==> src/rtl/wb_port_arbiter_if.sv <==
// Bus bundle between the writeback/MDU producers, the arbiter and the regfile/commit sinks.
interface wb_port_arbiter_if #(
  parameter int XLEN = 64
);
  logic            pipe_valid;
  logic            pipe_ready;
  logic [XLEN-1:0] pipe_pc;
  logic [31:0]     pipe_instr;
  logic            pipe_wen;
  logic [4:0]      pipe_dst;
  logic [XLEN-1:0] pipe_wdata;

  logic            mdu_valid;
  logic            mdu_ready;
  logic [XLEN-1:0] mdu_pc;
  logic [31:0]     mdu_instr;
  logic            mdu_wen;
  logic [4:0]      mdu_dst;
  logic [XLEN-1:0] mdu_wdata;

  logic            rf_we;
  logic [4:0]      rf_waddr;
  logic [XLEN-1:0] rf_wdata;
  logic            commit_valid;
  logic [XLEN-1:0] commit_pc;
  logic [31:0]     commit_instr;
  logic [63:0]     commit_cnt;

  // Arbiter side: consumes both request streams, drives readies and the write/commit port.
  modport slave (
    input  pipe_valid, pipe_pc, pipe_instr, pipe_wen, pipe_dst, pipe_wdata,
    input  mdu_valid, mdu_pc, mdu_instr, mdu_wen, mdu_dst, mdu_wdata,
    output pipe_ready, mdu_ready,
    output rf_we, rf_waddr, rf_wdata,
    output commit_valid, commit_pc, commit_instr, commit_cnt
  );

  modport master (
    output pipe_valid, pipe_pc, pipe_instr, pipe_wen, pipe_dst, pipe_wdata,
    output mdu_valid, mdu_pc, mdu_instr, mdu_wen, mdu_dst, mdu_wdata,
    input  pipe_ready, mdu_ready,
    input  rf_we, rf_waddr, rf_wdata,
    input  commit_valid, commit_pc, commit_instr, commit_cnt
  );
endinterface

==> src/rtl/wb_port_arbiter.sv <==
// Shares the regfile write port and commit stream between pipeline writeback and the MDU,
// letting the pipe win at most MAX_PIPE_BURST contested cycles in a row.
module wb_port_arbiter #(
  parameter int MAX_PIPE_BURST = 4,
  parameter int XLEN           = 64
) (
  input  logic                    clk,
  input  logic                    reset,
  wb_port_arbiter_if.slave        bus
);

  // A zero burst limit still needs a one-bit counter; it simply never leaves zero.
  localparam int BW = (MAX_PIPE_BURST > 0) ? $clog2(MAX_PIPE_BURST + 1) : 1;
  localparam logic [BW-1:0] BURST_MAX = BW'(MAX_PIPE_BURST);

  logic [BW-1:0]   burst_q, burst_d;
  logic            pipe_gnt_s, mdu_gnt_s, accept_s;
  logic            sel_wen_s;
  logic [4:0]      sel_dst_s;
  logic [XLEN-1:0] sel_pc_s, sel_wdata_s;
  logic [31:0]     sel_instr_s;

  logic            rf_we_q, commit_valid_q;
  logic [4:0]      rf_waddr_q;
  logic [XLEN-1:0] rf_wdata_q, commit_pc_q;
  logic [31:0]     commit_instr_q;
  logic [63:0]     commit_cnt_q;

  // Grant decision and burst counter next state.
  always_comb begin
    pipe_gnt_s = 1'b0;
    mdu_gnt_s  = 1'b0;
    burst_d    = burst_q;
    if (reset) begin
      burst_d = burst_q;
    end else if (bus.pipe_valid && bus.mdu_valid) begin
      if (burst_q == BURST_MAX) begin
        mdu_gnt_s = 1'b1;
        burst_d   = '0;
      end else begin
        pipe_gnt_s = 1'b1;
        burst_d    = burst_q + BW'(1);
      end
    end else if (bus.pipe_valid) begin
      pipe_gnt_s = 1'b1;
    end else if (bus.mdu_valid) begin
      mdu_gnt_s = 1'b1;
      burst_d   = '0;
    end else begin
      burst_d = burst_q;
    end
  end

  assign accept_s      = pipe_gnt_s | mdu_gnt_s;
  assign bus.pipe_ready = pipe_gnt_s;
  assign bus.mdu_ready  = mdu_gnt_s;

  // Select the granted entry's payload.
  always_comb begin
    sel_wen_s   = bus.mdu_wen;
    sel_dst_s   = bus.mdu_dst;
    sel_pc_s    = bus.mdu_pc;
    sel_wdata_s = bus.mdu_wdata;
    sel_instr_s = bus.mdu_instr;
    if (pipe_gnt_s) begin
      sel_wen_s   = bus.pipe_wen;
      sel_dst_s   = bus.pipe_dst;
      sel_pc_s    = bus.pipe_pc;
      sel_wdata_s = bus.pipe_wdata;
      sel_instr_s = bus.pipe_instr;
    end else begin
      sel_wen_s   = bus.mdu_wen;
      sel_dst_s   = bus.mdu_dst;
      sel_pc_s    = bus.mdu_pc;
      sel_wdata_s = bus.mdu_wdata;
      sel_instr_s = bus.mdu_instr;
    end
  end

  // Registered write/commit port, burst counter and commit counter.
  always_ff @(posedge clk) begin
    if (reset) begin
      burst_q        <= '0;
      rf_we_q        <= 1'b0;
      rf_waddr_q     <= 5'd0;
      rf_wdata_q     <= '0;
      commit_valid_q <= 1'b0;
      commit_pc_q    <= '0;
      commit_instr_q <= 32'd0;
      commit_cnt_q   <= 64'd0;
    end else begin
      burst_q <= burst_d;
      if (accept_s) begin
        // x0 is never written, but the instruction still retires.
        rf_we_q        <= sel_wen_s && (sel_dst_s != 5'd0);
        rf_waddr_q     <= sel_dst_s;
        rf_wdata_q     <= sel_wdata_s;
        commit_valid_q <= 1'b1;
        commit_pc_q    <= sel_pc_s;
        commit_instr_q <= sel_instr_s;
        commit_cnt_q   <= commit_cnt_q + 64'd1;
      end else begin
        rf_we_q        <= 1'b0;
        commit_valid_q <= 1'b0;
      end
    end
  end

  assign bus.rf_we        = rf_we_q;
  assign bus.rf_waddr     = rf_waddr_q;
  assign bus.rf_wdata     = rf_wdata_q;
  assign bus.commit_valid = commit_valid_q;
  assign bus.commit_pc    = commit_pc_q;
  assign bus.commit_instr = commit_instr_q;
  assign bus.commit_cnt   = commit_cnt_q;

endmodule
==> src/flat_wrapper.sv <==
// flat-port wrapper written by rule: the top's interface ports become plain ports
module wb_port_arbiter_flat 
#(
  parameter int MAX_PIPE_BURST = 4,
  parameter int XLEN           = 64
)
  (clk, reset, bus_pipe_valid, bus_pipe_pc, bus_pipe_instr, bus_pipe_wen, bus_pipe_dst, bus_pipe_wdata, bus_mdu_valid, bus_mdu_pc, bus_mdu_instr, bus_mdu_wen, bus_mdu_dst, bus_mdu_wdata, bus_pipe_ready, bus_mdu_ready, bus_rf_we, bus_rf_waddr, bus_rf_wdata, bus_commit_valid, bus_commit_pc, bus_commit_instr, bus_commit_cnt);
  wb_port_arbiter_if #(.XLEN(XLEN)) bus_i ();
  input  logic clk;
  input  logic reset;
  input wire logic [$bits(bus_i.pipe_valid)-1:0] bus_pipe_valid;
  input wire logic [$bits(bus_i.pipe_pc)-1:0] bus_pipe_pc;
  input wire logic [$bits(bus_i.pipe_instr)-1:0] bus_pipe_instr;
  input wire logic [$bits(bus_i.pipe_wen)-1:0] bus_pipe_wen;
  input wire logic [$bits(bus_i.pipe_dst)-1:0] bus_pipe_dst;
  input wire logic [$bits(bus_i.pipe_wdata)-1:0] bus_pipe_wdata;
  input wire logic [$bits(bus_i.mdu_valid)-1:0] bus_mdu_valid;
  input wire logic [$bits(bus_i.mdu_pc)-1:0] bus_mdu_pc;
  input wire logic [$bits(bus_i.mdu_instr)-1:0] bus_mdu_instr;
  input wire logic [$bits(bus_i.mdu_wen)-1:0] bus_mdu_wen;
  input wire logic [$bits(bus_i.mdu_dst)-1:0] bus_mdu_dst;
  input wire logic [$bits(bus_i.mdu_wdata)-1:0] bus_mdu_wdata;
  output wire logic [$bits(bus_i.pipe_ready)-1:0] bus_pipe_ready;
  output wire logic [$bits(bus_i.mdu_ready)-1:0] bus_mdu_ready;
  output wire logic [$bits(bus_i.rf_we)-1:0] bus_rf_we;
  output wire logic [$bits(bus_i.rf_waddr)-1:0] bus_rf_waddr;
  output wire logic [$bits(bus_i.rf_wdata)-1:0] bus_rf_wdata;
  output wire logic [$bits(bus_i.commit_valid)-1:0] bus_commit_valid;
  output wire logic [$bits(bus_i.commit_pc)-1:0] bus_commit_pc;
  output wire logic [$bits(bus_i.commit_instr)-1:0] bus_commit_instr;
  output wire logic [$bits(bus_i.commit_cnt)-1:0] bus_commit_cnt;
  assign bus_i.pipe_valid = bus_pipe_valid;
  assign bus_i.pipe_pc = bus_pipe_pc;
  assign bus_i.pipe_instr = bus_pipe_instr;
  assign bus_i.pipe_wen = bus_pipe_wen;
  assign bus_i.pipe_dst = bus_pipe_dst;
  assign bus_i.pipe_wdata = bus_pipe_wdata;
  assign bus_i.mdu_valid = bus_mdu_valid;
  assign bus_i.mdu_pc = bus_mdu_pc;
  assign bus_i.mdu_instr = bus_mdu_instr;
  assign bus_i.mdu_wen = bus_mdu_wen;
  assign bus_i.mdu_dst = bus_mdu_dst;
  assign bus_i.mdu_wdata = bus_mdu_wdata;
  assign bus_pipe_ready = bus_i.pipe_ready;
  assign bus_mdu_ready = bus_i.mdu_ready;
  assign bus_rf_we = bus_i.rf_we;
  assign bus_rf_waddr = bus_i.rf_waddr;
  assign bus_rf_wdata = bus_i.rf_wdata;
  assign bus_commit_valid = bus_i.commit_valid;
  assign bus_commit_pc = bus_i.commit_pc;
  assign bus_commit_instr = bus_i.commit_instr;
  assign bus_commit_cnt = bus_i.commit_cnt;
  wb_port_arbiter #(.MAX_PIPE_BURST(MAX_PIPE_BURST), .XLEN(XLEN)) u_core (.clk(clk), .reset(reset), .bus(bus_i));
endmodule
==> config.mk <==
export PLATFORM = sky130hd
export DESIGN_NAME = wb_port_arbiter_flat
export DESIGN_NICKNAME = d
export VERILOG_FILES = /design/src/rtl/wb_port_arbiter_if.sv /design/src/rtl/wb_port_arbiter.sv /design/src/flat_wrapper.sv
export SDC_FILE = /design/constraint.sdc
export NUM_CORES = 1
export LEC_CHECK = 0
export BUFFER_PORTS_ARGS = -buffer_cell sky130_fd_sc_hd__buf_2
export CORE_AREA = 5 5 216 218
export DETAILED_ROUTE_END_ITERATION = 8
export DIE_AREA = 0 0 221 223
export SLEW_MARGIN = 0
export SYNTH_ARGS = -nofsm -noshare
export SYNTH_HDL_FRONTEND = slang
export SYNTH_SLANG_ARGS = --single-unit
==> constraint.sdc <==
create_clock -name clk -period 4.72 [get_ports clk]
set_input_delay 0.944 -clock clk [delete_from_list [all_inputs] [get_ports clk]]
set_output_delay 0.944 -clock clk [all_outputs]
set_load 0.005 [all_outputs]
# Yosys cells after proc, flatten, opt, wreduce, memory -nomap -nowiden
# Index checks and enable logic that the tools add are counted.
classes:
  n_addsub: 2
  mul: 0
  div: 0
  magnitude_cmp: 0
  eq_ne: 2
  shift: 0
  muxes: 19
  bitwise_logic: 2
  reduce_logical: 6
op_table:
  columns: ["cell", "n"]
  rows:
  - ["$mux W64", 2]
  - ["$add A64 B1 Y64 const B", 1]
  - ["$mux W32", 1]
  - ["$mux W3", 4]
  - ["$mux W1", 11]
  - ["$mux W5", 1]
  - ["$reduce_bool A5 Y1", 1]
  - ["$add A3 B1 Y3 const B", 1]
  - ["$eq A3 B3 Y1 const B", 1]
  - ["$logic_and A1 B1 Y1", 2]
  - ["$ne A2 B1 Y1 const B", 1]
  - ["$reduce_and A2 Y1", 1]
  - ["$reduce_bool A2 Y1", 1]
  - ["$reduce_or A2 Y1", 1]
  - ["$not A1 Y1", 1]
  - ["$or A1 B1 Y1", 1]
totals:
  regBits: 234
  latchBits: 0
  ram_bits: 0
  rom_bits: 0
  in_bits: 336
  out_inout_bits: 233
  memories: 0

# Logic depth before layout (Yosys ltp)
depth:
  depth_word: 7
  ltp_mapped: 9

# Worst setup path after synthesis
# No wires, ideal clock.
synth_path:
  path_kind: "input to output"
  from: "input bus_mdu_valid"
  to: "output bus_pipe_ready"
  t_arrival_ns: 2.028
  required_ns: 3.776
  path_slack_ns: 1.748
  stages: 5
  path_buffers: 4
  path_cell_list: "buf_2 > a311oi_1 > clkbuf_1 > buf_2 > buf_2"
synth_between:
  elab_chain_len: 3
synth_lines:
  columns: ["item", "line_no", "text"]
  rows:
  - ["start: declaration", "flat_wrapper.sv:17", "input wire logic [$bits(bus_i.mdu_valid)-1:0] bus_mdu_valid;"]
  - ["$logic_and A1 B1 Y1", "wb_port_arbiter.sv:36", "end else if (bus.pipe_valid && bus.mdu_valid) begin"]
  - ["$mux W1", "wb_port_arbiter.sv:36", null]
  - ["$mux W1", "wb_port_arbiter.sv:34", "if (reset) begin"]
  - ["end: declaration", "flat_wrapper.sv:23", "output wire logic [$bits(bus_i.pipe_ready)-1:0] bus_pipe_ready;"]
# No other way between the ends.

# Worst setup path after layout
layout_path:
  from: "input reset"
  to: "output bus_pipe_ready"
layout_between:
  elab_chain_len: 1
layout_lines:
  columns: ["item", "line_no", "text"]
  rows:
  - ["start: declaration", "flat_wrapper.sv:10", "input logic reset;"]
  - ["$mux W1", "wb_port_arbiter.sv:34", null]
# No other way between the ends.

==> run metrics <==
final setup margin about 1.7 ns; TritonCTS buffer count 27; hpwl dp 28450 microns; clk_skew just over 0.006 ns; clock slew at reported path FFs 0.06 ns; Final ANT Viol Nets 0; count of different cell masters after synthesis 47; CP arrival between 2 and 2.5 ns; status complete, no violations; Switching Fraction approximately a quarter; Worst-Skew Late Latency between 0.5 and 0.6 ns; worst hold margin between 0.4 and 0.5 ns; Final setup viols 0; FP Rows ~80; vias just over 10000; syn_nets roughly 1500; post_cts resized 0; Max Cap Viol 0; gr ovfl total 0; sequential power share between 40% and 50%; initial core utilization roughly a quarter; vias in the first global route roughly 10000; drt drc 0; switching power 1.222 mW; setup TNS 0 ns; Peak supply drop just over 0.0002 V; Num Clock Sinks around 230; Hold WC Path Type flop to flop; total track usage between 10% and 20%; PwrDens ~330 nW/um^2; antenna violations before repair 2; crit share post-route between 60% and 70%; Synth Flop Type dfxtp_1; pin count of the biggest net entering global routing 144; RSZ-0062 raised after global routing no; root buffer cell clkbuf_16; # H-tree levels 1; register bit total from synthesis approximately 230; synth warn 0; synthesized cell area roughly 10000 sq um; Die ar. approximately 49000 sq um; cts hold-fix bufs 0; Worst setup SP type input port; die height 223 microns; CP Max Fanout slightly below 80; post-CTS setup buffer count 0; I/O pin count ~570; total wire length 36610 microns; Static Leak roughly 6.5 nW; first-pass GRT wire length around 57000 microns; vias per cell 4.550; routed length per instance 16.10 microns; slew margin rel. between 40% and 50%; final hold violation count 0; Async SR Flop Fraction 0%; Starting DRT DRC Count around 530; CTS max path bufs 3; layout cells sized above 1 about two fifths; Final Slew Violations 0; final worst path period need 2.993 ns; CP Capture Type output port; Post-layout nets 1993; critical path required time 3.78 ns; register area share after synthesis 44.85%; Setup CP Type input port to output port; syn_area_per_cell 9.242 sq um; Die X around 220 microns; Area growth syn-to-layout 40.78%; Worst Tran Pin Value approximately 0.89 ns; Clock Power Share between 40 and 50%; TritonRoute pass-1 iters 5; CORE AREA ~45000 sq um; internal power 3.599 mW; Port Buf Inserts roughly 570; post-synthesis instance total 1130; R2R Setup Slk approximately 2 ns; number of enable flip-flop cells after synthesis 0; GP Congestion between 0.9 and 1; Comb power frac 14.1%; worst slack, placed between 1 and 1.5 ns; fmax 334.1 MHz; CTS tree yes
## flip-flops by register name (all words and copies together) (netlist names)
name and cells:
u_core.bus.commit_instr 32, u_core.bus.commit_pc 64, u_core.bus.rf_we 1, u_core.bus.rf_waddr 5, u_core.burst_q 3, u_core.bus.commit_cnt 64
u_core.bus.rf_wdata 64, u_core.bus.commit_valid 1
## layout make-up
cell class | instances | area (sq um)
Antenna cell | 2 | 5.005
Clock buffer | 40 | 774.5
Clock inverter | 7 | 62.56
Fill cell | 4727 | 30000
Inverter | 12 | 52.55
Multi-Input combinational cell | 795 | 5366
Sequential cell | 234 | 4684
Tap cell | 600 | 750.7
Timing Repair Buffer | 584 | 3007
## cell families (layout without fill, tap and decap cells)
kind of cell | after synthesis | in the layout | share of synthesized area, %
buffers and inverters | 101 | 643 | 3.989
adders and majority gates | 3 | 3 | 0.3594
other | 0 | 2 | 0
DFF | 234 | 234 | 44.85
AOI/OAI and AO/OA | 225 | 225 | 15.19
and+or+nand+nor | 364 | 364 | 16.58
xor gates and xnor gates | 37 | 37 | 3.103
muxes | 166 | 166 | 15.92
## critical path, stage by stage
cell and delay [ns]:
buf_6 0.25, a311oi_4 0.58, buf_2 0.25
## placed cells by master (no fill, tap or decap), drive strengths merged, types with 19 or more instances in the layout
cell / count
a211oi: 165
a21oi: 28
buf: 584
clkbuf: 40
dfxtp: 234
mux2i: 165
nand2: 25
nand3: 19
nand4: 39
nor2: 217
xor2: 31
## per-stage QoR
| step | cell area [sq um] | power [mW] | std cells | util [%] |
|---|---|---|---|---|
| 2_1_floorplan | 10440 | 2.520 | 1130 | - |
| 3_3_place_gp | 13860 | 2.869 | 2225 | 31.01 |
| 3_5_place_dp | 13860 | 2.882 | 2225 | 31.01 |
| 4_1_cts | 14700 | 4.904 | 2272 | 32.88 |
| 5_1_grt | 14700 | 5.054 | 2273 | 32.89 |
| 6_report | 14700 | 4.820 | 2274 | 32.89 |
## path summary, 6_finish.rpt
path,start,end,cells past startpoint
worst min register to register,u_core.bus.commit_pc[44],u_core.bus.commit_pc[44],2
worst max register to register,u_core.bus.commit_cnt[4],u_core.bus.commit_cnt[51],5
worst min-delay path,u_core.bus.commit_pc[44],u_core.bus.commit_pc[44],2
worst max-delay path,reset,bus_pipe_ready,3
## power by group through the flow
stage	clock network, mW	registers, mW	logic, mW
finish	1.99	2.15	0.680
global route	2.14	2.17	0.753
CTS	2.06	2.15	0.691
detailed placement	0	2.19	0.690
global placement	0	2.19	0.680
floorplan	0	2.20	0.319
## synthesized netlist by cell type, types with 2 or more instances
cell type / instances / area share (%)
dfxtp_1: 234 / 45
nor2_1: 217 / 7.8
a211oi_1: 165 / 12
mux2i_1: 165 / 16
clkbuf_1: 59 / 2.1
nand4_1: 36 / 2.2
xor2_1: 31 / 2.6
a21oi_1: 28 / 1.3
buf_2: 27 / 1.3
nand2_1: 25 / 0.90
nand3_1: 17 / 0.81
o21ai_0: 16 / 0.77
or3_1: 14 / 0.84
inv_1: 11 / 0.40
o31ai_1: 9 / 0.65
or4_1: 9 / 0.65
nor3_1: 8 / 0.38
and3_1: 6 / 0.36
nor4_1: 6 / 0.36
xnor2_1: 6 / 0.50
and2_1: 4 / 0.24
and4_1: 4 / 0.34
ha_1: 3 / 0.36
nand4_2: 3 / 0.36
buf_1: 2 / 0.072
nand2b_1: 2 / 0.12
nand3_2: 2 / 0.19
nor3_2: 2 / 0.19
## routing by layer
layer / vias to the layer above / GRT usage (%) / share of wire [%] / wire length (microns)
li1: 5185 / - / - / -
met5: - / 0 / 0 / 0
met4: 0 / 3.061 / 2.3 / 857
met1: 4755 / 17.15 / 42 / 15330
met2: 356 / 24.11 / 49 / 17890
met3: 50 / 3.632 / 6.9 / 2535
Note: power is estimated with default switching activity, not from simulation.
